## src/rtl/stp_key_var_if.sv

```systemverilog
// stp_key_var_if: key-word stream in, assembled key and status out
interface stp_key_var_if #(
    parameter int IN_W = 8
);
    logic              start;
    logic [1:0]        key_len;
    logic [IN_W-1:0]   a;
    logic              a_valid;
    logic [255:0]      z;
    logic              ready;
    logic              busy;
    logic              err;

    modport master (output start, key_len, a, a_valid, input z, ready, busy, err);
    modport slave  (input start, key_len, a, a_valid, output z, ready, busy, err);
endinterface

```

## src/rtl/stp_key_var.sv

```systemverilog
// stp_key_var: assembles a 128/192/256-bit AES key from a stream of IN_W-bit words
module stp_key_var #(
    parameter int IN_W     = 8,
    parameter int MAX_BITS = 256
) (
    input  logic         clk,
    input  logic         rst,
    stp_key_var_if.slave bus
);
    localparam int CW = $clog2(256 / IN_W + 1);
    localparam logic [1:0] IDLE = 2'd0;
    localparam logic [1:0] LOAD = 2'd1;
    localparam logic [1:0] DONE = 2'd2;

    logic [1:0]          state;
    logic [CW-1:0]       cnt;
    logic [CW-1:0]       n;
    logic [CW-1:0]       n_sel;
    logic [MAX_BITS-1:0] kbuf;
    logic [MAX_BITS-1:0] merged;
    logic [MAX_BITS-1:0] z_q;
    logic [8:0]          sh;
    logic                ready_q;
    logic                busy_q;
    logic                err_q;
    logic                accept;
    logic                bad;
    logic                take;
    logic                last;

    assign bus.z     = z_q;
    assign bus.ready = ready_q;
    assign bus.busy  = busy_q;
    assign bus.err   = err_q;

    // Decode start, word target and the buffer image with the current word merged in
    always_comb begin
        accept = bus.start && bus.key_len != 2'b11;
        bad    = bus.start && bus.key_len == 2'b11;
        take   = state == LOAD && bus.a_valid && !accept;
        last   = cnt == n - CW'(1);
        sh     = 9'(cnt) * 9'(IN_W);
        merged = kbuf | ({bus.a, {(MAX_BITS - IN_W){1'b0}}} >> sh);
        n_sel  = bus.key_len == 2'b00 ? CW'(128 / IN_W) :
                 bus.key_len == 2'b01 ? CW'(192 / IN_W) : CW'(256 / IN_W);
    end

    // Load FSM: a legal start (re)starts a load, words fill MSB-first, last word publishes z
    always_ff @(posedge clk or posedge rst) begin
        if (rst) begin
            state   <= IDLE;
            cnt     <= '0;
            n       <= '0;
            kbuf    <= '0;
            z_q     <= '0;
            ready_q <= 1'b0;
            busy_q  <= 1'b0;
            err_q   <= 1'b0;
        end else begin
            err_q <= bad || (accept && state == LOAD);
            if (accept) begin
                state   <= LOAD;
                n       <= n_sel;
                cnt     <= '0;
                kbuf    <= '0;
                z_q     <= '0;
                ready_q <= 1'b0;
                busy_q  <= 1'b1;
            end else if (take) begin
                kbuf <= merged;
                cnt  <= cnt + CW'(1);
                if (last) begin
                    z_q     <= merged;
                    state   <= DONE;
                    ready_q <= 1'b1;
                    busy_q  <= 1'b0;
                end
            end
        end
    end
endmodule
```

## src/flat_wrapper.sv

```systemverilog
// flat-port wrapper written by rule: the top's interface ports become plain ports
module stp_key_var_flat 
#(
    parameter int IN_W     = 8,
    parameter int MAX_BITS = 256
)
  (clk, rst, bus_start, bus_key_len, bus_a, bus_a_valid, bus_z, bus_ready, bus_busy, bus_err);
  stp_key_var_if #(.IN_W(IN_W)) bus_i ();
  input  logic clk;
  input  logic rst;
  input wire logic [$bits(bus_i.start)-1:0] bus_start;
  input wire logic [$bits(bus_i.key_len)-1:0] bus_key_len;
  input wire logic [$bits(bus_i.a)-1:0] bus_a;
  input wire logic [$bits(bus_i.a_valid)-1:0] bus_a_valid;
  output wire logic [$bits(bus_i.z)-1:0] bus_z;
  output wire logic [$bits(bus_i.ready)-1:0] bus_ready;
  output wire logic [$bits(bus_i.busy)-1:0] bus_busy;
  output wire logic [$bits(bus_i.err)-1:0] bus_err;
  assign bus_i.start = bus_start;
  assign bus_i.key_len = bus_key_len;
  assign bus_i.a = bus_a;
  assign bus_i.a_valid = bus_a_valid;
  assign bus_z = bus_i.z;
  assign bus_ready = bus_i.ready;
  assign bus_busy = bus_i.busy;
  assign bus_err = bus_i.err;
  stp_key_var #(.IN_W(IN_W), .MAX_BITS(MAX_BITS)) u_core (.clk(clk), .rst(rst), .bus(bus_i));
endmodule
```

## config.mk

```make
export PLATFORM = sky130hd
export DESIGN_NAME = stp_key_var_flat
export DESIGN_NICKNAME = d
export VERILOG_FILES = /design/src/rtl/stp_key_var_if.sv /design/src/rtl/stp_key_var.sv /design/src/flat_wrapper.sv
export SDC_FILE = /design/constraint.sdc
export NUM_CORES = 1
export LEC_CHECK = 0
export BUFFER_PORTS_ARGS = -buffer_cell sky130_fd_sc_hd__buf_2
export CORE_ASPECT_RATIO = 0.6
export CORE_UTILIZATION = 50
export CTS_CLUSTER_SIZE = 14
export DETAILED_ROUTE_END_ITERATION = 7
export MAX_ROUTING_LAYER = met4
export PLACE_DENSITY_LB_ADDON = 0.15
export RECOVER_POWER = 25
export SLEW_MARGIN = 10
export SYNTH_ARGS = -nofsm -noshare
export SYNTH_HDL_FRONTEND = slang
export SYNTH_SLANG_ARGS = --single-unit
```

## constraint.sdc

```tcl
create_clock -name clk -period 45.9 [get_ports clk]
set_input_delay 2.295 -clock clk [delete_from_list [all_inputs] [get_ports clk]]
set_output_delay 2.295 -clock clk [all_outputs]
set_load 0.01 [all_outputs]
```

==> results of run 1 <==
metrics by stage:
stage / std cells / hold WS, ps
6_report: 2868 / 493
5_1_grt: 2868 / 509
4_1_cts: 2865 / 497
3_5_place_dp: 2777 / 482
3_3_place_gp: 2777 / 475
2_1_floorplan: 2171 / 463
worst max-delay path by stage:
stage / start / end / slack (ps) / cells after the start
after floorplan: rst / u_core.bus.err / 28960 / 1
after global placement: bus_start / u_core.kbuf[178] / 40390 / 7
after detailed placement: bus_start / u_core.bus.z[170] / 40320 / 7
after CTS: bus_start / u_core.bus.z[170] / 40910 / 7
after global routing: rst / u_core.bus.z[55] / 37040 / 4
final: bus_start / u_core.kbuf[211] / 38090 / 7
placed cells by master (no fill, tap or decap), types with 2 or more instances in the layout:
cell	instances
sky130_fd_sc_hd__ha_1	2
sky130_fd_sc_hd__nand2b_1	2
sky130_fd_sc_hd__clkbuf_8	13
sky130_fd_sc_hd__buf_4	26
sky130_fd_sc_hd__a211oi_1	256
sky130_fd_sc_hd__xor2_1	3
sky130_fd_sc_hd__xnor2_1	4
sky130_fd_sc_hd__nor4b_4	3
sky130_fd_sc_hd__diode_2	3
sky130_fd_sc_hd__nor4_4	2
sky130_fd_sc_hd__clkbuf_1	169
sky130_fd_sc_hd__buf_12	4
sky130_fd_sc_hd__a21oi_1	771
sky130_fd_sc_hd__inv_6	2
sky130_fd_sc_hd__and2_0	5
sky130_fd_sc_hd__buf_2	117
sky130_fd_sc_hd__nor2_1	260
sky130_fd_sc_hd__and2_1	18
sky130_fd_sc_hd__nor3b_2	7
sky130_fd_sc_hd__dfrtp_1	524
sky130_fd_sc_hd__and3_1	9
sky130_fd_sc_hd__inv_1	4
sky130_fd_sc_hd__nor2b_1	2
sky130_fd_sc_hd__clkinv_2	10
sky130_fd_sc_hd__and4bb_2	2
sky130_fd_sc_hd__clkbuf_16	49
sky130_fd_sc_hd__o21ai_0	3
sky130_fd_sc_hd__nand2_1	11
worst min-delay path: stages (launching register included):
cell,delay (ps)
sky130_fd_sc_hd__dfrtp_1,340
sky130_fd_sc_hd__a21oi_1,40
sky130_fd_sc_hd__nor2_1,70
registers in the layout (all words and copies together) (netlist names):
| signal | cells |
|---|---|
| u_core.bus.err | 1 |
| u_core.bus.z | 256 |
| u_core.cnt | 6 |
| u_core.kbuf | 256 |
| u_core.n | 3 |
| u_core.state | 2 |
cells by family after synthesis:
kind of cell,share of synthesized area (%)
xor+xnor,0.321
buf+inv,5.66
fa+ha+maj,0.115
flops,60.1
simple gates,7.12
compound gates,26.7
power groups by stage:
stage | Combinational, mW | Sequential (mW) | Clock, mW
final | 0.0772 | 0.470 | 0.397
after floorplan | 0.0566 | 0.477 | 0
after detailed placement | 0.0765 | 0.479 | 0
after global routing | 0.0833 | 0.471 | 0.421
after CTS | 0.0766 | 0.470 | 0.402
after global placement | 0.0757 | 0.478 | 0
layer usage:
metal,vias up,part of all wire [%],track usage (%)
met5,-,0,-
met4,0,2.8,9.07
met3,105,6.7,5.13
met2,644,45,43.2
met1,8819,45,42.1
li1,7888,-,-
layout make-up:
type / count / share of cell area, %
antenna: 3 / 0.0308
sequential: 524 / 53.9
tap: 570 / 2.93
multi-input combinational: 1375 / 30.8
clock inverter: 13 / 0.344
timing repair buffer: 303 / 5.94
clock buffer: 75 / 5.97
inverter: 5 / 0.0822
==> results.txt, run 1 <==
Buffer cell driving the clock tree root: sky130_fd_sc_hd__clkbuf_16. Fill cells in the final layout number 3852. Among all flip-flop cells after synthesis, the most frequent one is sky130_fd_sc_hd__dfrtp_1. Data arrives at the worst endpoint at 8220 ps.

The share of synthesized area in the top cell type comes to 60.1%. The layout net count came out at 2274. The worst register-to-register path has a setup slack of 41900 ps. Of all cell types, the one taking the most synthesized area is sky130_fd_sc_hd__dfrtp_1. In this run the remaining antenna-violating nets after routing total 0. In this run the tool buffered the top-level ports with 272 buffer cells. Across the routed clock network, the largest skew measured is 23.8 ps. The highest cell delay on the worst timing path is 3310 ps.

Across the run, the number of max-cap violations was 2. Setup violations remaining at the end of the flow were counted as 0. The dominant cell by count in the synthesized netlist was sky130_fd_sc_hd__a21oi_1. Share of flip-flops with an asynchronous set or reset after synthesis: 100%. The congestion estimate from routability-driven global placement came to 0.795.

TritonCTS built the clock tree. The Yosys step of the flow raised 0 warnings. Adding up every negative setup slack in the final design gives 0 ps. The run gives 51.4% as the initial core utilization.

The logs give 42.0% for the share of power burned in the clock network and 29.5% for the global routing usage summed across all routing layers. Relative to the synthesized area, the layout overhead comes to 11.6%. The internal power of the cells totals 697 uW. The critical path class was input pin to flop.

For this run, design rule violations remaining after detail routing come to 0. Summing all multi-input logic gate instances after layout gives 7510 sq um. Measured along the x axis, the die boundary spans 272 um. Counting along the longest clock path gives a buffer depth of 3. 273 I/O pins were placed. Total area of sequential cells: 13100 sq um. In this run the standard cell core region covers 42500 sq um. Counting instances in the post-synthesis netlist gives the leading cell types as 772 x sky130_fd_sc_hd__a21oi_1, 524 x sky130_fd_sc_hd__dfrtp_1, 260 x sky130_fd_sc_hd__nor2_1, 256 x sky130_fd_sc_hd__a211oi_1, 133 x sky130_fd_sc_hd__clkbuf_1. Routed wirelength normalized by instance count: 22.5 um. For the via count of the first global-routing pass, the log shows 16800. The worst setup path is launched from an input pin.

The final critical path time including I/O delays and setup was 7810 ps; the number of sinks driven by the clock tree was 524. The initialized floorplan defines 58 standard-cell rows. The standard cell area after detailed placement came out at 23000 sq um. The tools report the capturing point of the worst reg2reg path as u_core.bus.z[220].

The worst-case IR drop observed on VDD is 0.0293 mV. The count of instances resized after the clock tree is built is 0, and the register bit total from synthesis is 524. The hold path startpoint was u_core.kbuf[192]. Clock insertion delay at the later pin of the skew report: 580 ps.

For this block, the initial DRC count from the detailed router was 1739. Clock tree synthesis inserted a total of 49 buffers. Among all stages on the critical path, the largest delay is contributed by sky130_fd_sc_hd__clkbuf_1. Walking the worst path, the cells encountered are clkbuf_1 -> inv_1 -> a21oi_4 -> clkbuf_1 -> buf_4 -> buf_4 -> nor2_1. The power per standard cell area works out to 38.8 nW/um^2.

The worst reg2reg path depth was 6; the initial antenna violation count was 3. The endpoint class of the critical path is a flop. The post-synthesis sequential area ratio came out at 60.1%. The cell count after synthesis came out at 2171. The total net switching power came out at 248 uW. Summing all non-filler instances in the final layout gives an area of 24300 sq um. Yosys attributes the largest share of cell area to sky130_fd_sc_hd__dfrtp_1 60%, sky130_fd_sc_hd__a21oi_1 18%, sky130_fd_sc_hd__a211oi_1 8.8%, sky130_fd_sc_hd__nor2_1 4.5%, sky130_fd_sc_hd__clkbuf_1 2.3%. The transition at the pin with the smallest max-transition slack works out to 6490 ps.

Of the total power, the share spent switching nets is 26.2%. The final critical path takes up 17.0% of the cycle. The total overflow left after global routing is 0. The count of H-tree levels built during CTS was 2.

Setup slack closes at 38090 ps. The tools report the total die area as 44500 sq um. The netlist uses 34 different library cells. The run gives 0.128 GHz as the achievable clock frequency. Using the TritonRoute via totals, the vias-per-cell ratio works out to 6.09.

In this run the tightest slew margin relative to its limit is -335%. The maximum net fanout on the critical path works out to 109. The share of total power dissipated in sequential elements is 49.8%. The completed layout was analyzed and its total power is 945 uW.

The post-synthesis cell area was 21800 sq um; the number of flops mapped to enable cells by yosys was 0. In the final layout, the share of cells above drive strength 1 is 10.6%. Grouping stages by cell kind, the critical path spends the most delay in buffers and inverters. The worst hold path belongs to the class flop to flop.

The run finished, with violations left. The run gives 64400 um as the wire length reported by the detailed router. The tools report the number of search-and-repair iterations in the first detailed-routing pass as 5. Clock-pin slew was measured on the worst setup and hold paths at 70 ps. The HPWL after detailed placement was 35900 um. The checks that failed: capacitance limit, slew limit.

The number of buffers and inverters on the critical path is 5. The total via count in the routed design is 17500, and the cell depth of the worst hold path is 2. From bottom edge to top edge, the die measures 164 um.

The share of total power in combinational logic is 8.2%. Setup repair after global routing left no endpoint under its margin. Measured on the finished design, the core utilization comes to 57.3%. The average cell area after synthesis came out at 10.0 sq um. When the netlist entered floorplanning its net count stood at 2187. Data on the critical path is required at its endpoint by 46310 ps. Before CTS, the worst setup slack after placement is 40320 ps. The first-pass GRT wire length was 99600 um. The worst register-to-register path begins at u_core.cnt[1].

The path with the worst hold slack has its endpoint at u_core.kbuf[192]. The total count of max-transition violations in the final report was 242; the pin count of the biggest net entering global routing was 257. The logs give 0 for the number of hold violations in the final report and 0 for the post-CTS setup repair buffer count. In this run the static leakage power is 10.6 nW. The number of buffers inserted for hold repair after clock tree synthesis is 0.
Power figures use the tool's default switching activity.
==> inputs of run 2 (changes only) <==
--- a/config.mk
+++ b/config.mk
@@ -5,6 +5,7 @@
 export SDC_FILE = /design/constraint.sdc
 export NUM_CORES = 1
 export LEC_CHECK = 0
+export ABC_AREA = 1
 export BUFFER_PORTS_ARGS = -buffer_cell sky130_fd_sc_hd__buf_2
 export CORE_ASPECT_RATIO = 0.6
 export CORE_UTILIZATION = 50
==> constraint.sdc (replaced) <==
create_clock -name clk -period 6.3 [get_ports clk]
set_input_delay 0.315 -clock clk [delete_from_list [all_inputs] [get_ports clk]]
set_output_delay 0.315 -clock clk [all_outputs]
set_load 0.01 [all_outputs]
==> run 2 against run 1 <==
The flow finishes with violations (hold timing, capacitance limit, slew limit). Synthesized cell count increased by 38%. Clock-buffer cell count decreased by 3. Worst hold slack got worse by 500 ps. Combinational power increased to 9.7 times the previous value. Cell area increased by 11%. Clock skew decreased by 3.2 ps. Critical path depth increased by 1. Sequential power increased to 7.3 times the previous value. Global-route usage increased by 2.1 points. Wire length increased by 18%. Register-to-register slack got worse by 39000 ps. Clock power increased to 8.3 times the previous value. Highest routed layer unchanged.
==> results.txt, run 2 <==
The flow ran to the end, but the final reports show violations. Violated checks: hold timing, capacitance limit, slew limit (was capacitance limit, slew limit). The logs give 0 (unchanged) for the residual antenna-violating net count after detailed routing and 48300 um (was 35900 um) for the HPWL after detailed placement.

The average cell area after synthesis works out to 8.09 sq um (was 10.0 sq um). The top cell type by total area after synthesis is sky130_fd_sc_hd__dfrtp_1 (unchanged). The layout net count is 3123 (was 2274). The clock insertion delay at the later pin of the skew report is 590 ps (was 580 ps).

The path type of the worst min-delay path is input pin to flop (was flop to flop). The boundary pin count was 273 (unchanged); the number of buffers on the longest clock path was 3 (unchanged). The standard cell area after detailed placement is 25600 sq um (was 23000 sq um).

Critical path class: input pin to flop (unchanged). The proportion of layout cells with a drive suffix above 1 was 4.73% (was 10.6%). The overall die width was 286 um (was 272 um); the data arrival time at the worst-slack endpoint was 4340 ps (was 8220 ps).

The overall die height came out at 172 um (was 164 um). The dominant cell by count in the synthesized netlist is sky130_fd_sc_hd__nand2_1 (was sky130_fd_sc_hd__a21oi_1). The number of flops mapped to enable cells by yosys works out to 0 (unchanged). The tools report the post-synthesis net count as 3004 (was 2187). The maximum net fanout on the critical path was 69 (was 109); the number of placement rows was 61 (was 58).

The tools report the count of instances resized after the clock tree is built as 0 (unchanged). For the total die area, the log shows 49200 sq um (was 44500 sq um). The count of H-tree levels built during CTS is 2 (unchanged). The tools report the post-detailed-route DRC marker count as 0 (unchanged). The run gives 6 (was 5) as the number of search-and-repair iterations in the first detailed-routing pass.

The run gives 149 (was 242) as the total count of max-transition violations in the final report. The number of buffers added on ports was 272 (unchanged); the number of buffers inserted during clock tree synthesis was 50 (was 49). The run gives 51.4% (about the same) as the initial core utilization.

The logs give 4384 (was 3852) for the number of fill cells in the layout and 43.6% (was 43.2%) for the global-route track usage on met2. The run gives 24200 sq um (was 21800 sq um) as the post-synthesis cell area. The run gives 7.49 mW (was 945 uW) as the power consumption. TritonCTS built the clock tree. The power per standard cell area is 277 nW/um^2 (was 38.8 nW/um^2), and the total via count in the routed design is 21900 (was 17500). The nature of the critical path startpoint was an input pin (unchanged).

The tools report the global placer's final weighted congestion as 0.885 (was 0.795). Post-synthesis sequential area ratio: 54.3% (was 60.1%). Setup repair after global routing left no endpoint under its margin.

Buffer cell driving the clock tree root: sky130_fd_sc_hd__clkbuf_16 (unchanged). The routed wirelength normalized by instance count was 20.1 um (was 22.5 um); the post-layout instance area was 27100 sq um (was 24300 sq um). The clock skew after layout came out at 20.6 ps (was 23.8 ps).

Static timing analysis puts the maximum clock frequency at 0.261 GHz. The first-pass GRT wire length was 118000 um (was 99600 um); the area overhead of the layout relative to synthesis was 12.0% (was 11.6%). Primary flip-flop cell chosen by synthesis mapping: sky130_fd_sc_hd__dfrtp_1 (unchanged). The largest voltage drop on the vdd net was 0.191 mV (was 0.0293 mV); the transition at the pin with the smallest max-transition slack was 2600 ps (was 6490 ps). The share of flip-flops with an asynchronous set or reset after synthesis was 100% (unchanged). The pin count of the biggest net entering global routing was 221 (was 257); the met1 track demand over resource in global routing was 45.7% (was 42.1%).

Dividing the final minimum period by the clock period gives 60.8%. The average vias per placed instance was 5.79 (was 6.09); the met3 track demand over resource was 8.43% (was 5.13%). The number of sinks driven by the clock tree was 524 (unchanged); the worst hold margin was -7.58 ps (was 493 ps). Register bit total from synthesis: 524 (unchanged).

Post-synthesis cell type count: 22 (was 34). The multi-input logic area came out at 8920 sq um (was 7510 sq um). The final critical path time including I/O delays and setup works out to 3830 ps. Cell types with the highest counts after synthesis: 692 x sky130_fd_sc_hd__nand2_1, 639 x sky130_fd_sc_hd__nand3_1, 524 x sky130_fd_sc_hd__dfrtp_1, 282 x sky130_fd_sc_hd__inv_1, 272 x sky130_fd_sc_hd__o21ai_0 (was 772 x sky130_fd_sc_hd__a21oi_1, 524 x sky130_fd_sc_hd__dfrtp_1, 260 x sky130_fd_sc_hd__nor2_1, 256 x sky130_fd_sc_hd__a211oi_1, 133 x sky130_fd_sc_hd__clkbuf_1).

For the number of synthesis warnings, the log shows 0 (unchanged). Commonest cells after routing, fill and taps aside: 691 x sky130_fd_sc_hd__nand2_1, 638 x sky130_fd_sc_hd__nand3_1, 523 x sky130_fd_sc_hd__dfrtp_1 (was 771 x sky130_fd_sc_hd__a21oi_1, 524 x sky130_fd_sc_hd__dfrtp_1, 260 x sky130_fd_sc_hd__nor2_1). The tools report the cell count after synthesis as 2988 (was 2171). The wire length reported by the detailed router came out at 76000 um (was 64400 um).

The clock transition at the registers of the reported paths is 60 ps (was 70 ps). The worst slew margin relative to its limit was -73.6% (was -335%); the initial antenna violation count was 5 (was 3). Cells taking the most area after synthesis: sky130_fd_sc_hd__dfrtp_1 54%, sky130_fd_sc_hd__nand3_1 13%, sky130_fd_sc_hd__nand2_1 11%, sky130_fd_sc_hd__o21ai_0 5.6%, sky130_fd_sc_hd__inv_1 4.4% (was sky130_fd_sc_hd__dfrtp_1 60%, sky130_fd_sc_hd__a21oi_1 18%, sky130_fd_sc_hd__a211oi_1 8.8%, sky130_fd_sc_hd__nor2_1 4.5%, sky130_fd_sc_hd__clkbuf_1 2.3%).

Remaining global-route overflow: 0 (unchanged). Global routing's busiest layer: met1 (was met2). The tools report the total area of sequential cells as 13100 sq um (about the same). The iteration-0 DRC count of the detailed router is 2766 (was 1739), and the area share of the largest cell type after synthesis is 54.3% (was 60.1%). The number of max-capacitance violations reported came out at 3 (was 2).

The core outline area was 47000 sq um (was 42500 sq um); the cell leakage power was 13.7 nW (was 10.6 nW). The global routing usage summed across all routing layers is 31.6% (was 29.5%), and the data required time at the worst endpoint is 6810 ps (was 46310 ps). Final setup violation count: 0 (unchanged). The number of hold violations in the final report is 1 (was 0), and the via count of the first global-routing pass is 20500 (was 16800). Endpoint class of the critical path: a flop (unchanged).

Most common library cell in the layout ignoring fill and taps: sky130_fd_sc_hd__nand2_1 (was sky130_fd_sc_hd__a21oi_1).
[run 2: logic make-up (layout without fill, tap and decap cells)]
| family | count (synthesis) | after routing | share of synthesized area (%) |
|---|---|---|---|
| simple gates | 1512 | 1512 | 27.9 |
| buf+inv | 528 | 687 | 8.98 |
| flops | 524 | 524 | 54.3 |
| compound gates | 422 | 422 | 8.77 |
| fa+ha+maj | 2 | 2 | 0.104 |
| other cells | 0 | 6 | 0 |
[run 2: power by group]
group          internal (mW)  leakage [nW]  switching [mW]
Combinational          0.119          5.47           0.627
Clock                   1.94         0.900            1.35
Sequential              3.40          7.30          0.0514
Total                   5.46          13.7            2.03
[run 2: timing repair]
item,in CTS,in global routing
hold buffers,1,0
hold endpoints to repair,14,0
setup buffers,0,0
[run 2: cell type report]
type | count | area share (%)
sequential | 524 | 48.4
multi-input combinational | 1936 | 33.0
clock buffer | 72 | 5.68
timing repair buffer | 305 | 4.96
inverter | 290 | 4.03
tap | 630 | 2.91
clock inverter | 20 | 0.952
antenna | 6 | 0.0555
[run 2: per-layer routing]
metal	part of all wire, %	wire (um)	vias to the layer above
met4	2.5	1920	0
li1	-	-	10100
met5	0	0	-
met3	10	7630	130
met1	45	34400	10800
met2	42	32100	915
[run 2: through the flow]
| stage | hold WS (ps) | worst slack (ps) | util, % | std cells | setup TNS, ps |
|---|---|---|---|---|---|
| after detailed placement | 367 | 2910 | 54.4 | 3684 | 0 |
| after global placement | 359 | 3000 | 54.4 | 3684 | 0 |
| after global routing | -8.81 | 2050 | 57.6 | 3782 | 0 |
| after CTS | 8.35 | 3220 | 58.3 | 3777 | 0 |
| after floorplan | 436 | -1140 | - | 2988 | -594830 |
| final | -7.58 | 2470 | 57.6 | 3783 | 0 |
[run 2: path summary, 6_finish.rpt]
check	cells after the start	end	slack, ps	start
max in group asynchronous	4	u_core.bus.z[247]	2940	rst
min reg2reg	2	u_core.kbuf[123]	490	u_core.kbuf[123]
min	2	u_core.bus.err	-8	bus_start
min in group asynchronous	3	u_core.bus.z[134]	440	rst
max reg2reg	7	u_core.bus.z[149]	3050	u_core.cnt[1]
max	8	u_core.bus.z[201]	2470	bus_key_len[0]
[run 2: worst max-delay path: stages]
cell,delay [ps]
sky130_fd_sc_hd__buf_2,80
sky130_fd_sc_hd__nand2_1,60
sky130_fd_sc_hd__nand2_1,1370
sky130_fd_sc_hd__nand2_4,730
sky130_fd_sc_hd__nand3_4,720
sky130_fd_sc_hd__buf_4,650
sky130_fd_sc_hd__nand3_1,170
sky130_fd_sc_hd__nand2_1,120
==> inputs of run 3 (changes only) <==
--- a/config.mk
+++ b/config.mk
@@ -5,7 +5,7 @@
 export SDC_FILE = /design/constraint.sdc
 export NUM_CORES = 1
 export LEC_CHECK = 0
-export ABC_AREA = 1
+export ABC_AREA = 0
 export BUFFER_PORTS_ARGS = -buffer_cell sky130_fd_sc_hd__buf_2
 export CORE_ASPECT_RATIO = 0.6
 export CORE_UTILIZATION = 50
==> constraint.sdc (replaced) <==
create_clock -name clk -period 3.5 [get_ports clk]
set_input_delay 0.175 -clock clk [delete_from_list [all_inputs] [get_ports clk]]
set_output_delay 0.175 -clock clk [all_outputs]
set_load 0.01 [all_outputs]
==> run 3 against run 2 <==
The run ends with capacitance limit, slew limit left. Utilization is 0.77 points higher. Cell count is 23% lower. Cell area decreased by 8.5%. Wire length down 15%. Sequential cell count is the same. Sequential share of layout area increased by 4.5 points. Combinational power grew 47%.
==> results.txt, run 3 (synthesis results as in run 1) <==
The run gives 9.45 mW (was 5.46 mW) as the cell internal power dissipation. Setup repair after global routing left no endpoint under its margin. The share of total power in combinational logic was 8.7% (was 10.0%); the achievable clock frequency was 0.361 GHz. The run gives 0 (unchanged) as the post-CTS setup repair buffer count. The routed wirelength normalized by instance count was 22.3 um (was 20.1 um); the final critical path time including I/O delays and setup was 2770 ps. The transition at the pin with the smallest max-transition slack is 1680 ps (was 2600 ps), and the number of max-capacitance violations reported is 2 (was 3). Slack of the critical path: 732 ps (was 2470 ps). The run gives 37700 um (was 48300 um) as the HPWL after detailed placement. The summed negative setup slack over all endpoints was 0 ps (unchanged); the power per standard cell area was 512 nW/um^2 (was 277 nW/um^2). The clock insertion delay at the later pin of the skew report came out at 570 ps (was 590 ps). The overall die width came out at 272 um (was 286 um). The logs give 19.9 ps (was 20.6 ps) for the clock skew after layout and 180 (was 221) for the pin count of the biggest net entering global routing. The total count of max-transition violations in the final report was 56 (was 149). Boundary pin count: 273 (unchanged). The cell with the largest stage delay on the worst path is sky130_fd_sc_hd__buf_4 (was sky130_fd_sc_hd__nand2_1). The clock transition at the registers of the reported paths is 60 ps (about the same), and the layout net count is 2308 (was 3123).

The run gives 0 (unchanged) as the remaining global-route overflow. The tools report the destination of the worst hold path as u_core.cnt[1] (was u_core.bus.err). The count of H-tree levels built during CTS was 2 (unchanged).

The data arrival time at the worst-slack endpoint was 3220 ps (was 4340 ps); the number of buffers on the longest clock path was 3 (unchanged). For the count of instances resized after the clock tree is built, the log shows 0 (unchanged). Average vias per placed instance: 6.08 (was 5.79). The switching power as a share of total power works out to 25.5% (was 27.1%). Largest delay contributor family on the critical path: buffers and inverters (was simple AND/OR/NAND/NOR gates). The area overhead of the layout relative to synthesis was 13.6% (was 12.0%); the highest cell delay on the worst timing path was 610 ps (was 1370 ps).

Worst slew margin relative to its limit: -12.9% (was -73.6%). The tools report the share of power burned in the clock network as 42.9% (was 44.0%). The buffer cell driving the clock tree root is sky130_fd_sc_hd__clkbuf_16 (unchanged). Cell breakdown of the critical path: inv_1 -> ha_1 -> xor2_1 -> xnor2_2 -> buf_12 -> buf_4 -> a21oi_1 -> a211oi_1 (was buf_2 -> nand2_1 -> nand2_1 -> nand2_4 -> nand3_4 -> buf_4 -> nand3_1 -> nand2_1).

The maximum net fanout on the critical path is 102 (was 69), and the total net switching power is 3.23 mW (was 2.03 mW). The overall die height came out at 164 um (was 172 um). The global routing usage summed across all routing layers is 29.7% (was 31.6%), and the post-layout instance area is 24800 sq um (was 27100 sq um). The standard cell area after detailed placement came out at 23400 sq um (was 25600 sq um). The tools report the number of sinks driven by the clock tree as 524 (unchanged). The hold path startpoint was bus_a_valid (was bus_start).

The final setup violation count is 0 (unchanged). The run finished, with violations left. The most common library cell in the layout ignoring fill and taps was sky130_fd_sc_hd__a21oi_1 (was sky130_fd_sc_hd__nand2_1).

The wire length reported by the detailed router is 64700 um (was 76000 um). Buffer and inverter count on the worst path: 3 (was 2). The endpoint class of the critical path is a flop (unchanged).

The first-pass GRT wire length was 99600 um (was 118000 um). The run gives 49 (was 50) as the number of buffers inserted during clock tree synthesis. Total via count in the routed design: 17700 (was 21900).

The register-to-register setup slack came out at 730 ps (was 3050 ps). For the global placer's final weighted congestion, the log shows 0.859 (was 0.885). The run gives 5 (was 6) as the number of search-and-repair iterations in the first detailed-routing pass. Sequential group share of total power: 48.5% (was 46.1%). The worst slack after detailed placement came out at 752 ps (was 2910 ps). The data required time at the worst endpoint came out at 3960 ps (was 6810 ps). Violated checks: capacitance limit, slew limit (was hold timing, capacitance limit, slew limit). Initial antenna violation count: 4 (was 5).

The logs give 1928 (was 2766) for the iteration-0 DRC count of the detailed router and 44500 sq um (was 49200 sq um) for the total die area. Cell depth of the worst hold path: 4 (was 2). Commonest cells after routing, fill and taps aside: 771 x sky130_fd_sc_hd__a21oi_1, 524 x sky130_fd_sc_hd__dfrtp_1, 260 x sky130_fd_sc_hd__nor2_1 (was 691 x sky130_fd_sc_hd__nand2_1, 638 x sky130_fd_sc_hd__nand3_1, 523 x sky130_fd_sc_hd__dfrtp_1).

Core outline area: 42500 sq um (was 47000 sq um). The number of hold violations in the final report is 0 (was 1), and the final clock period utilization by the worst path is 79.1%. The proportion of layout cells with a drive suffix above 1 works out to 9.15% (was 4.73%). Origin of the critical flop-to-flop path: u_core.n[3] (was u_core.cnt[1]).

The largest voltage drop on the vdd net is 0.494 mV (was 0.191 mV), and the initial core utilization is 51.4% (about the same). The tools report the capturing point of the worst reg2reg path as u_core.bus.z[97] (was u_core.bus.z[149]). The path type of the worst min-delay path is input pin to flop (unchanged). Worst reg2reg path depth: 8 (was 7). For the cell leakage power, the log shows 10.6 nW (was 13.7 nW). The power consumption came out at 12.7 mW (was 7.49 mW).

The post-detailed-route DRC marker count came out at 0 (unchanged). The residual antenna-violating net count after detailed routing was 0 (unchanged). The number of placement rows came out at 58 (was 61). The number of buffers added on ports is 272 (unchanged), and the via count of the first global-routing pass is 16800 (was 20500).

Critical path class: flop to flop (was input pin to flop). TritonCTS built the clock tree. Nature of the critical path startpoint: a flop (was an input pin).
[run 3: power by group through the flow]
stage	registers (mW)	clock network, mW	logic (mW)
after floorplan	6.25	0	0.743
after global placement	6.25	0	1.06
after detailed placement	6.25	0	1.08
after CTS	6.14	5.51	1.09
after global routing	6.14	5.77	1.18
final	6.14	5.44	1.10
[run 3: metrics by stage]
stage / hold WS, ps / instances / utilization [%]
6_report: 202 / 2903 / 58.3
5_1_grt: 234 / 2903 / 58.3
4_1_cts: 174 / 2899 / 59.0
3_5_place_dp: 375 / 2805 / 55.1
3_3_place_gp: 375 / 2805 / 55.1
2_1_floorplan: 280 / 2171 / -
[run 3: repair_timing]
| action | 4_1_cts | 5_1_grt |
|---|---|---|
| hold buffers | 6 | 0 |
| setup endpoints to repair | 0 | 0 |
| hold endpoints to repair | 32 | 0 |
[run 3: worst max path at each step]
stage	from	endpoint	slack [ps]	cells after the start
after floorplan	rst	u_core.bus.err	-3800	1
after detailed placement	u_core.n[3]	u_core.bus.z[97]	750	8
after global placement	u_core.n[3]	u_core.bus.z[5]	910	8
after global routing	rst	u_core.kbuf[158]	450	4
after CTS	u_core.n[3]	u_core.bus.z[97]	720	8
final	u_core.n[3]	u_core.bus.z[97]	730	8
[run 3: cell type report]
cell class	instances	area [sq um]
sequential	524	13100
inverter	5	20.0
clock buffer	73	1430
antenna	4	10.0
clock inverter	15	185
fill	3778	17700
multi-input combinational	1375	7500
timing repair buffer	337	1800
tap	570	713
[run 3: routing by layer]
layer  track usage, %  wire length [um]  up-vias
met5                -                 0        -
met4             8.15              1590        0
met3             4.44              3980      105
met2             44.1             30000      617
met1             42.7             29100     8984
li1                 -                 -     7953
[run 3: worst register-to-register path, delay by kind of cell (launching register included)]
family | cells | cell delay, ps
buffers and inverters | 3 | 1150
AO/OA/AOI/OAI | 2 | 510
XOR/XNOR | 2 | 410
flip-flops | 1 | 370
adder cells (fa/ha/maj) | 1 | 210
